## config.mk

```make
export PLATFORM = sky130hd
export DESIGN_NAME = readout_scheduler_flat
export DESIGN_NICKNAME = d
export VERILOG_FILES = /design/src/rtl/readout_scheduler_if.sv /design/src/rtl/readout_scheduler.sv /design/src/flat_wrapper.sv
export SDC_FILE = /design/constraint.sdc
export NUM_CORES = 1
export LEC_CHECK = 0
export ABC_CLOCK_PERIOD_IN_PS = 1700
export CORE_ASPECT_RATIO = 0.6
export CORE_MARGIN = 2
export CORE_UTILIZATION = 47
export CTS_BUF_LIST = sky130_fd_sc_hd__clkbuf_8 sky130_fd_sc_hd__clkbuf_16
export CTS_CLUSTER_SIZE = 8
export DETAILED_ROUTE_END_ITERATION = 8
export GPL_ROUTABILITY_DRIVEN = 1
export PLACE_DENSITY = 0.77
export SETUP_SLACK_MARGIN = 0.15
export SKIP_CTS_REPAIR_TIMING = 1
export SLEW_MARGIN = 40
export SYNTH_ARGS = -nofsm -noshare
export SYNTH_HDL_FRONTEND = slang
export SYNTH_SLANG_ARGS = --single-unit
```

## constraint.sdc

```tcl
create_clock -name clk -period 1.7 [get_ports clk]
set_input_delay 0.255 -clock clk [delete_from_list [all_inputs] [get_ports clk]]
set_output_delay 0.255 -clock clk [all_outputs]
set_load 0.05 [all_outputs]
```

## src/rtl/readout_scheduler_if.sv

```systemverilog
// Byte stream from the readout scheduler to the output pins.
// master drives the byte and its qualifiers, slave returns ready.
interface readout_scheduler_if;
  logic [7:0] data;
  logic       valid;
  logic       ready;
  logic       sof;
  logic       eof;

  modport master (output data, valid, sof, eof, input ready);
  modport slave  (input data, valid, sof, eof, output ready);
endinterface

```

## src/rtl/readout_scheduler.sv

```systemverilog
// Readout scheduler: walks every row/column channel, selects each counter
// field on the external result mux, captures the word and streams a header
// byte plus MSB-first data bytes per channel. Single-shot or continuous.
module readout_scheduler #(
  parameter int PIXELS       = 128,
  parameter int COUNTER_BITS = 32,
  parameter int IDX_BITS     = 8,
  parameter int FCNT_BITS    = 16
) (
  input  logic                    clk,
  input  logic                    rst_n,
  input  logic                    start,
  input  logic                    cont,
  output logic [IDX_BITS-1:0]     sel_idx,
  output logic [1:0]              sel_field,
  input  logic [COUNTER_BITS-1:0] data_in,
  readout_scheduler_if.master     out,
  output logic                    busy,
  output logic                    frame_done,
  output logic [FCNT_BITS-1:0]    frame_cnt
);

  localparam int NBYTES = COUNTER_BITS / 8;
  localparam int BC_W   = (NBYTES > 1) ? $clog2(NBYTES) : 1;
  localparam logic [IDX_BITS-1:0] LAST_IDX  = IDX_BITS'(2 * PIXELS - 1);
  localparam logic [BC_W-1:0]     LAST_BYTE = BC_W'(NBYTES - 1);

  typedef enum logic [2:0] {IDLE, HDR, SEL, CAP, SEND} state_t;

  state_t                  state;
  logic [IDX_BITS-1:0]     idx;
  logic [1:0]              field;
  logic [BC_W-1:0]         byte_cnt;
  logic [COUNTER_BITS-1:0] word;
  logic [7:0]              out_data;
  logic                    out_valid;
  logic                    out_sof;
  logic                    out_eof;

  logic                    hs;
  logic                    last_ch;
  logic [COUNTER_BITS-1:0] word_nx;

  assign hs      = out_valid & out.ready;
  assign last_ch = (idx == LAST_IDX) && (field == 2'd2);
  // word is consumed by shifting left, so the next byte is always on top
  assign word_nx = word << 8;

  assign out.data  = out_data;
  assign out.valid = out_valid;
  assign out.sof   = out_sof;
  assign out.eof   = out_eof;

  // Frame sequencer; every output is registered here so valid never
  // depends combinationally on ready and stalled bytes hold by default.
  always_ff @(posedge clk or negedge rst_n) begin
    if (!rst_n) begin
      state      <= IDLE;
      idx        <= '0;
      field      <= '0;
      byte_cnt   <= '0;
      word       <= '0;
      sel_idx    <= '0;
      sel_field  <= '0;
      out_data   <= '0;
      out_valid  <= 1'b0;
      out_sof    <= 1'b0;
      out_eof    <= 1'b0;
      busy       <= 1'b0;
      frame_done <= 1'b0;
      frame_cnt  <= '0;
    end else begin
      frame_done <= 1'b0;
      unique case (state)
        IDLE: begin
          if (start) begin
            idx       <= '0;
            field     <= '0;
            busy      <= 1'b1;
            out_valid <= 1'b1;
            out_data  <= 8'h00;
            out_sof   <= 1'b1;
            state     <= HDR;
          end
        end
        HDR: begin
          if (hs) begin
            sel_idx   <= idx;
            sel_field <= field;
            out_valid <= 1'b0;
            out_sof   <= 1'b0;
            state     <= SEL;
          end
        end
        // mux result settles one cycle after the select changes
        SEL: state <= CAP;
        CAP: begin
          word      <= data_in;
          byte_cnt  <= '0;
          out_data  <= data_in[COUNTER_BITS-1 -: 8];
          out_valid <= 1'b1;
          out_eof   <= last_ch && (LAST_BYTE == '0);
          state     <= SEND;
        end
        SEND: begin
          if (hs) begin
            if (byte_cnt != LAST_BYTE) begin
              byte_cnt <= BC_W'(byte_cnt + 1'b1);
              word     <= word_nx;
              out_data <= word_nx[COUNTER_BITS-1 -: 8];
              out_eof  <= last_ch && (BC_W'(byte_cnt + 1'b1) == LAST_BYTE);
            end else begin
              out_eof <= 1'b0;
              if (field != 2'd2) begin
                field     <= field + 2'd1;
                sel_field <= field + 2'd1;
                out_valid <= 1'b0;
                state     <= SEL;
              end else if (idx != LAST_IDX) begin
                idx      <= idx + 1'b1;
                field    <= '0;
                out_data <= 8'(idx + 1'b1);
                out_sof  <= 1'b0;
                state    <= HDR;
              end else begin
                frame_done <= 1'b1;
                frame_cnt  <= frame_cnt + 1'b1;
                idx        <= '0;
                field      <= '0;
                if (cont) begin
                  // back-to-back frame: header of channel 0 goes out next
                  out_data <= 8'h00;
                  out_sof  <= 1'b1;
                  state    <= HDR;
                end else begin
                  out_valid <= 1'b0;
                  busy      <= 1'b0;
                  state     <= IDLE;
                end
              end
            end
          end
        end
        default: state <= IDLE;
      endcase
    end
  end

endmodule

```

## src/flat_wrapper.sv

```systemverilog
// flat-port wrapper written by rule: the top's interface ports become plain ports
module readout_scheduler_flat 
#(
  parameter int PIXELS       = 128,
  parameter int COUNTER_BITS = 32,
  parameter int IDX_BITS     = 8,
  parameter int FCNT_BITS    = 16
)
  (clk, rst_n, start, cont, sel_idx, sel_field, data_in, busy, frame_done, frame_cnt, out_data, out_valid, out_sof, out_eof, out_ready);
  readout_scheduler_if out_i ();
  input  logic clk;
  input  logic rst_n;
  input  logic start;
  input  logic cont;
  output logic [IDX_BITS-1:0] sel_idx;
  output logic [1:0] sel_field;
  input  logic [COUNTER_BITS-1:0] data_in;
  output logic busy;
  output logic frame_done;
  output logic [FCNT_BITS-1:0] frame_cnt;
  output wire logic [$bits(out_i.data)-1:0] out_data;
  output wire logic [$bits(out_i.valid)-1:0] out_valid;
  output wire logic [$bits(out_i.sof)-1:0] out_sof;
  output wire logic [$bits(out_i.eof)-1:0] out_eof;
  input wire logic [$bits(out_i.ready)-1:0] out_ready;
  assign out_data = out_i.data;
  assign out_valid = out_i.valid;
  assign out_sof = out_i.sof;
  assign out_eof = out_i.eof;
  assign out_i.ready = out_ready;
  readout_scheduler #(.PIXELS(PIXELS), .COUNTER_BITS(COUNTER_BITS), .IDX_BITS(IDX_BITS), .FCNT_BITS(FCNT_BITS)) u_core (.clk(clk), .rst_n(rst_n), .start(start), .cont(cont), .sel_idx(sel_idx), .sel_field(sel_field), .data_in(data_in), .out(out_i), .busy(busy), .frame_done(frame_done), .frame_cnt(frame_cnt));
endmodule
```

==> results.cfg, run 1 <==
[setup_path]
critPathLaunch = u_core.state[0]
crit_path_max_incr_delay_ns = 0.45
cp_cell_sequence = nor3b_4 -> and3_4 -> nand3_4 -> buf_6 -> nor3_4 -> xor2_1
crit_fanout = 5
cpLargestDelayFamily = simple AND/OR/NAND/NOR gates
critPathCaptureType = register
critPathSlowestCell = dfrtp_2
r2r-start = u_core.state[0]
path_class = register to register
crit_path_start_kind = register
worstPathRequired_ns = 1.95
crit_buf_inv = 1
arrival_ns = 2.03

[route]
viasPerCell = 5.63
drt_first_iter_violations = 283
drc_errors = 0
final_antenna_net_count = 0
wl_per_cell_um = 18.8
wirelength_um = 11900
drtPass1Iterations = 6
vias = 3555

[cells_and_area]
diodes = 0
final_common_cell = buf_4
utilization_pct = 76.4
final_layout_size_suffix_gt1_share_pct = 43.7
fin_nets = 563
final_cell_mix = buf_4, dfrtp_1, nand2_1, clkdlybuf4s50_1, o21ai_1
area_growth_pct = 56.9

[floorplanning]
core_um2 = 7910
die_x_um = 121
rows = 25
dieArea_um2 = 8960
die_h_um = 74.1
io_pins = 76
start_util_pct = 48.7

[run_status]
violations = setup timing
outcome = finished with violations

[power_and_ir_drop]
leakage_nw = 2.91
finalPower_mw = 8.37
ir_drop_mv = 1.09
cellPowerDensity_nw_per_um2 = 1380

[global_routing]
grt_usage_pct = 22.7
grt_max_degree = 41
grt_pass1_wl_um = 15400
grt_pass1_vias = 3013
overflow = 0
antenna_found_initial = 0

[timing]
relSlewSlack_pct = 67.2
hold_ws_ns = 0.304
fin_ws_ns = -0.0721
finalCritPeriodShare_pct = 104
fmax_ghz = 0.564
slew_violations = 0
worstMarginPinSlew_ns = 0.490
rsz0062_at_grt = true
fin_crit_ns = 1.77
finalHoldViolations = 0
fin_skew_ns = 0.00689
setup_violations = 23
final.setup.tns_ns = -0.562

[synthesis]
synthCells = 375
netlist_area_um2 = 3850
seq_area_frac_synth_pct = 50.7
synth-edff-count = 0
ys_types = 50
avgSynthCellArea_um2 = 10.3
ys_ff_latch = 78
yosysWarnings = 0
ys.flop_type = dfrtp_1
synthArstFlopShare_pct = 100
syn_nets = 419

[clocking]
clock_tree.root_cell = clkbuf_16
clock-sinks = 78
clk_latency_ns = 0.34
clk_path_buf_depth = 2
cts_max_level = 3
cts_tree = built
clk_pin_slew_ns = 0.06
numCtsBuffers = 9

[placement]
port-buffer-count = 75
dp_hpwl_um = 7160
gp_congestion = 0.919

[worst_hold_path]
hp-class = input port to asynchronous set/reset pin

[run]
max-cap-violations = 0
## flip-flops by register name, indices dropped and copies added, names as in the netlist
name and count:
u_core.out.eof 1, u_core.word 24, u_core.field 2, u_core.out.valid 1
u_core.out.data 8, u_core.sel_idx 8, u_core.state 3, u_core.frame_done 1
u_core.idx 8, u_core.out.sof 1, u_core.frame_cnt 16, u_core.busy 1
u_core.sel_field 2, u_core.byte_cnt 2
## worst register-to-register path, stage by stage (launching register included)
cell	delay, ns
dfrtp_2	0.45
nor3b_4	0.31
and3_4	0.27
nand3_4	0.13
buf_6	0.17
nor3_4	0.16
xor2_1	0.19
## worst paths after layout
kind / endpoint / slack, ns / cells past startpoint
max in group asynchronous: u_core.state[0] / 0.78 / 3
worst max-delay path: u_core.frame_cnt[8] / -0.07 / 6
min in group clk: u_core.word[6] / 0.45 / 3
worst max register to register: u_core.frame_cnt[8] / -0.07 / 6
worst min-delay path: u_core.busy / 0.30 / 2
worst min register to register: u_core.frame_cnt[15] / 0.47 / 1
## per-layer routing
layer,wire (µm),up-vias,track usage (%)
met1,5340,1736,34.0
li1,-,1628,-
met2,5410,163,32.7
met4,266,0,5.43
met5,0,-,0
met3,883,28,6.44
## logic make-up after synthesis
logic type | after synthesis | synth area share, %
buffers and inverters | 29 | 3.44
muxes | 30 | 8.22
adders and majority gates | 7 | 2.27
DFF | 78 | 50.7
xor gates and xnor gates | 21 | 4.77
AOI/OAI and AO/OA | 82 | 12.9
and+or+nand+nor | 128 | 17.7
## metrics by stage
step                      setup WS (ns)  std cells  area [µm²]
after global placement           -0.229        585        5060
after floorplan                 -0.0145        375        4000
after global routing             -0.138        632        6050
after CTS                        -0.234        601        5360
after detailed placement         -0.333        585        5060
final                           -0.0721        632        6050
## cell usage after synthesis, types with 2 or more instances
cell	number	share of area, %
a21oi_1	9	1.2
a222oi_1	6	1.6
a22o_1	4	0.91
a22oi_1	2	0.39
and2_1	2	0.32
and3_1	7	1.1
and4_1	2	0.45
buf_2	10	1.3
clkbuf_1	6	0.58
dfrtp_1	78	51
ha_1	7	2.3
inv_1	9	0.88
mux2_1	3	0.88
mux2_2	10	2.9
mux2i_1	17	4.4
nand2_1	64	6.2
nand3_1	5	0.65
nand3_2	2	0.52
nand4_1	9	1.5
nor2_1	14	1.4
nor2_2	3	0.49
nor3_1	2	0.26
nor3_2	7	1.8
nor4_2	2	0.65
o21ai_0	24	3.1
o21ai_1	25	3.2
o31ai_1	3	0.58
or2_2	2	0.32
xnor2_1	7	1.6
xor2_1	14	3.2
## power by group
part / internal [mW] / switching, mW
sequential: 2.31 / 0.410
combinational: 1.70 / 1.98
clock: 1.20 / 0.763
total: 5.21 / 3.16
## area by class of cell
cell class | instances | area (µm²)
Clock buffer | 11 | 253
Clock inverter | 5 | 48.8
Fill cell | 458 | 1870
Inverter | 10 | 42.5
Multi-Input combinational cell | 268 | 2180
Sequential cell | 78 | 1960
Tap cell | 108 | 135
Timing Repair Buffer | 152 | 1430
Note: power is estimated with default switching activity, not from simulation.
==> inputs of run 2 (changes only) <==
--- a/config.mk
+++ b/config.mk
@@ -9,7 +9,7 @@
 export CORE_ASPECT_RATIO = 0.6
 export CORE_MARGIN = 2
 export CORE_UTILIZATION = 47
-export CTS_BUF_LIST = sky130_fd_sc_hd__clkbuf_8 sky130_fd_sc_hd__clkbuf_16
+export CTS_BUF_LIST = sky130_fd_sc_hd__clkbuf_4 sky130_fd_sc_hd__clkbuf_8 sky130_fd_sc_hd__clkbuf_16
 export CTS_CLUSTER_SIZE = 8
 export DETAILED_ROUTE_END_ITERATION = 8
 export GPL_ROUTABILITY_DRIVEN = 1
==> run 2 against run 1 <==
  * Clock power is essentially flat
  * Largest power group unchanged
  * Cell area is essentially flat
  * Total power grew 0.25%
  * Critical path type unchanged
  * The flow still finishes with violations (setup timing)
  * Critical path depth is the same
  * Global-route usage is the same
  * Critical endpoint unchanged
==> results.cfg, run 2 (synthesis results as in run 1) <==
[route]
viasPerCell = 5.63
drt_first_iter_violations = 283
wl_per_cell_um = 18.9
vias = 3560
drtPass1Iterations = 5
drc_errors = 0
wirelength_um = 11900
final_antenna_net_count = 0

[setup_path]
worstPathRequired_ns = 1.95
crit_path_start_kind = register
rrSetupSlack_ns = -0.07
critPathLaunch = u_core.state[0]
cp-endpoint = u_core.frame_cnt[8]
crit_fanout = 5
r2r_cells = 6
r2r-start = u_core.state[0]
path_class = register to register
arrival_ns = 2.03
critPathCaptureType = register
r2r-end = u_core.frame_cnt[8]

[cells_and_area]
area_growth_pct = 57.0
top_regs = u_core.word x24, u_core.frame_cnt x16
fin_nets = 563
largest_reg_flops = 24
largest_register = u_core.word
final_common_cell = buf_4
final_layout_size_suffix_gt1_share_pct = 43.9
diodes = 0
final_cell_mix = buf_4, dfrtp_1, nand2_1, clkdlybuf4s50_1, o21ai_1

[floorplanning]
rows = 25
io_pins = 76
die_x_um = 121
core_um2 = 7910
dieArea_um2 = 8960
die_h_um = 74.1
start_util_pct = 48.7

[timing]
relSlewSlack_pct = 67.2
setup_violations = 23
rsz0062_at_grt = true
fin_crit_ns = 1.77
finalHoldViolations = 0
fin_skew_ns = 0.00632
fin_ws_ns = -0.0749
hold_ws_ns = 0.305
worstMarginPinSlew_ns = 0.490
fmax_ghz = 0.563
slew_violations = 0
finalCritPeriodShare_pct = 104

[run_status]
violations = setup timing
outcome = finished with violations

[clocking]
clock-sinks = 78
clock_tree.root_cell = clkbuf_16
clk_path_buf_depth = 2
cts_tree = built
clk_latency_ns = 0.34
clk_pin_slew_ns = 0.06
cts_max_level = 3
numCtsBuffers = 9

[power_and_ir_drop]
ir_drop_mv = 1.09
cellPowerDensity_nw_per_um2 = 1390
finalPower_mw = 8.39
leakage_nw = 2.91

[global_routing]
grt_max_degree = 41
overflow = 0
grt_usage_pct = 22.7
grt_pass1_vias = 3013
antenna_found_initial = 0
grt_pass1_wl_um = 15400

[placement]
port-buffer-count = 75
dp_hpwl_um = 7160
gp_congestion = 0.919

[worst_hold_path]
hp-class = input port to asynchronous set/reset pin

[run]
max-cap-violations = 0
[run 2: cell count changes in the layout (fill, tap and decap cells not counted)]
cell,previous run,this run
clkbuf_4,0,1
inv_1,9,8
[run 2: power breakdown]
| part | switching (mW) | leakage (nW) | internal (mW) |
|---|---|---|---|
| sequential | 0.410 | 1.03 | 2.31 |
| combinational | 1.98 | 1.73 | 1.70 |
| clock | 0.761 | 0.156 | 1.23 |
| total | 3.16 | 2.91 | 5.24 |
[run 2: per-stage QoR]
| stage | area, µm² | instances | TNS, ns | utilization (%) | setup WS [ns] |
|---|---|---|---|---|---|
| after detailed placement | 5060 | 585 | -13.70 | 63.9 | -0.333 |
| final | 6050 | 632 | -0.588 | 76.4 | -0.0749 |
| after CTS | 5360 | 601 | -6.80 | 67.8 | -0.234 |
| after global routing | 6050 | 632 | -3.42 | 76.4 | -0.138 |
| after global placement | 5060 | 585 | -11.43 | 63.9 | -0.229 |
| after floorplan | 4000 | 375 | -0.0391 | - | -0.0145 |
[run 2: layout make-up]
class | count | area (µm²)
Tap cell | 108 | 135
Inverter | 10 | 42.5
Sequential cell | 78 | 1960
Multi-Input combinational cell | 268 | 2180
Clock buffer | 12 | 260
Clock inverter | 4 | 45.0
Fill cell | 456 | 1860
Timing Repair Buffer | 152 | 1430
[run 2: per-layer routing]
layer	vias to the layer above	share of wire (%)	wire [µm]	global-route usage (%)
met5	-	0	0	0
met2	167	46	5420	32.7
met4	0	2.2	257	5.43
met1	1741	45	5350	34.0
met3	24	7.5	888	6.44
li1	1628	-	-	-
[run 2: worst min-delay path by stage]
stage	from	end	cells after the start
finish	rst_n	u_core.busy	2
global route	rst_n	u_core.sel_field[1]	2
CTS	rst_n	u_core.frame_cnt[14]	1
detailed placement	rst_n	u_core.frame_cnt[14]	1
global placement	rst_n	u_core.frame_cnt[14]	1
floorplan	rst_n	u_core.busy	0
[run 2: worst max-delay path, cell delays in order, from the launching register on]
cell	delay, ns
dfrtp_2	0.45
nor3b_4	0.31
and3_4	0.27
nand3_4	0.13
buf_6	0.17
nor3_4	0.16
xor2_1	0.20
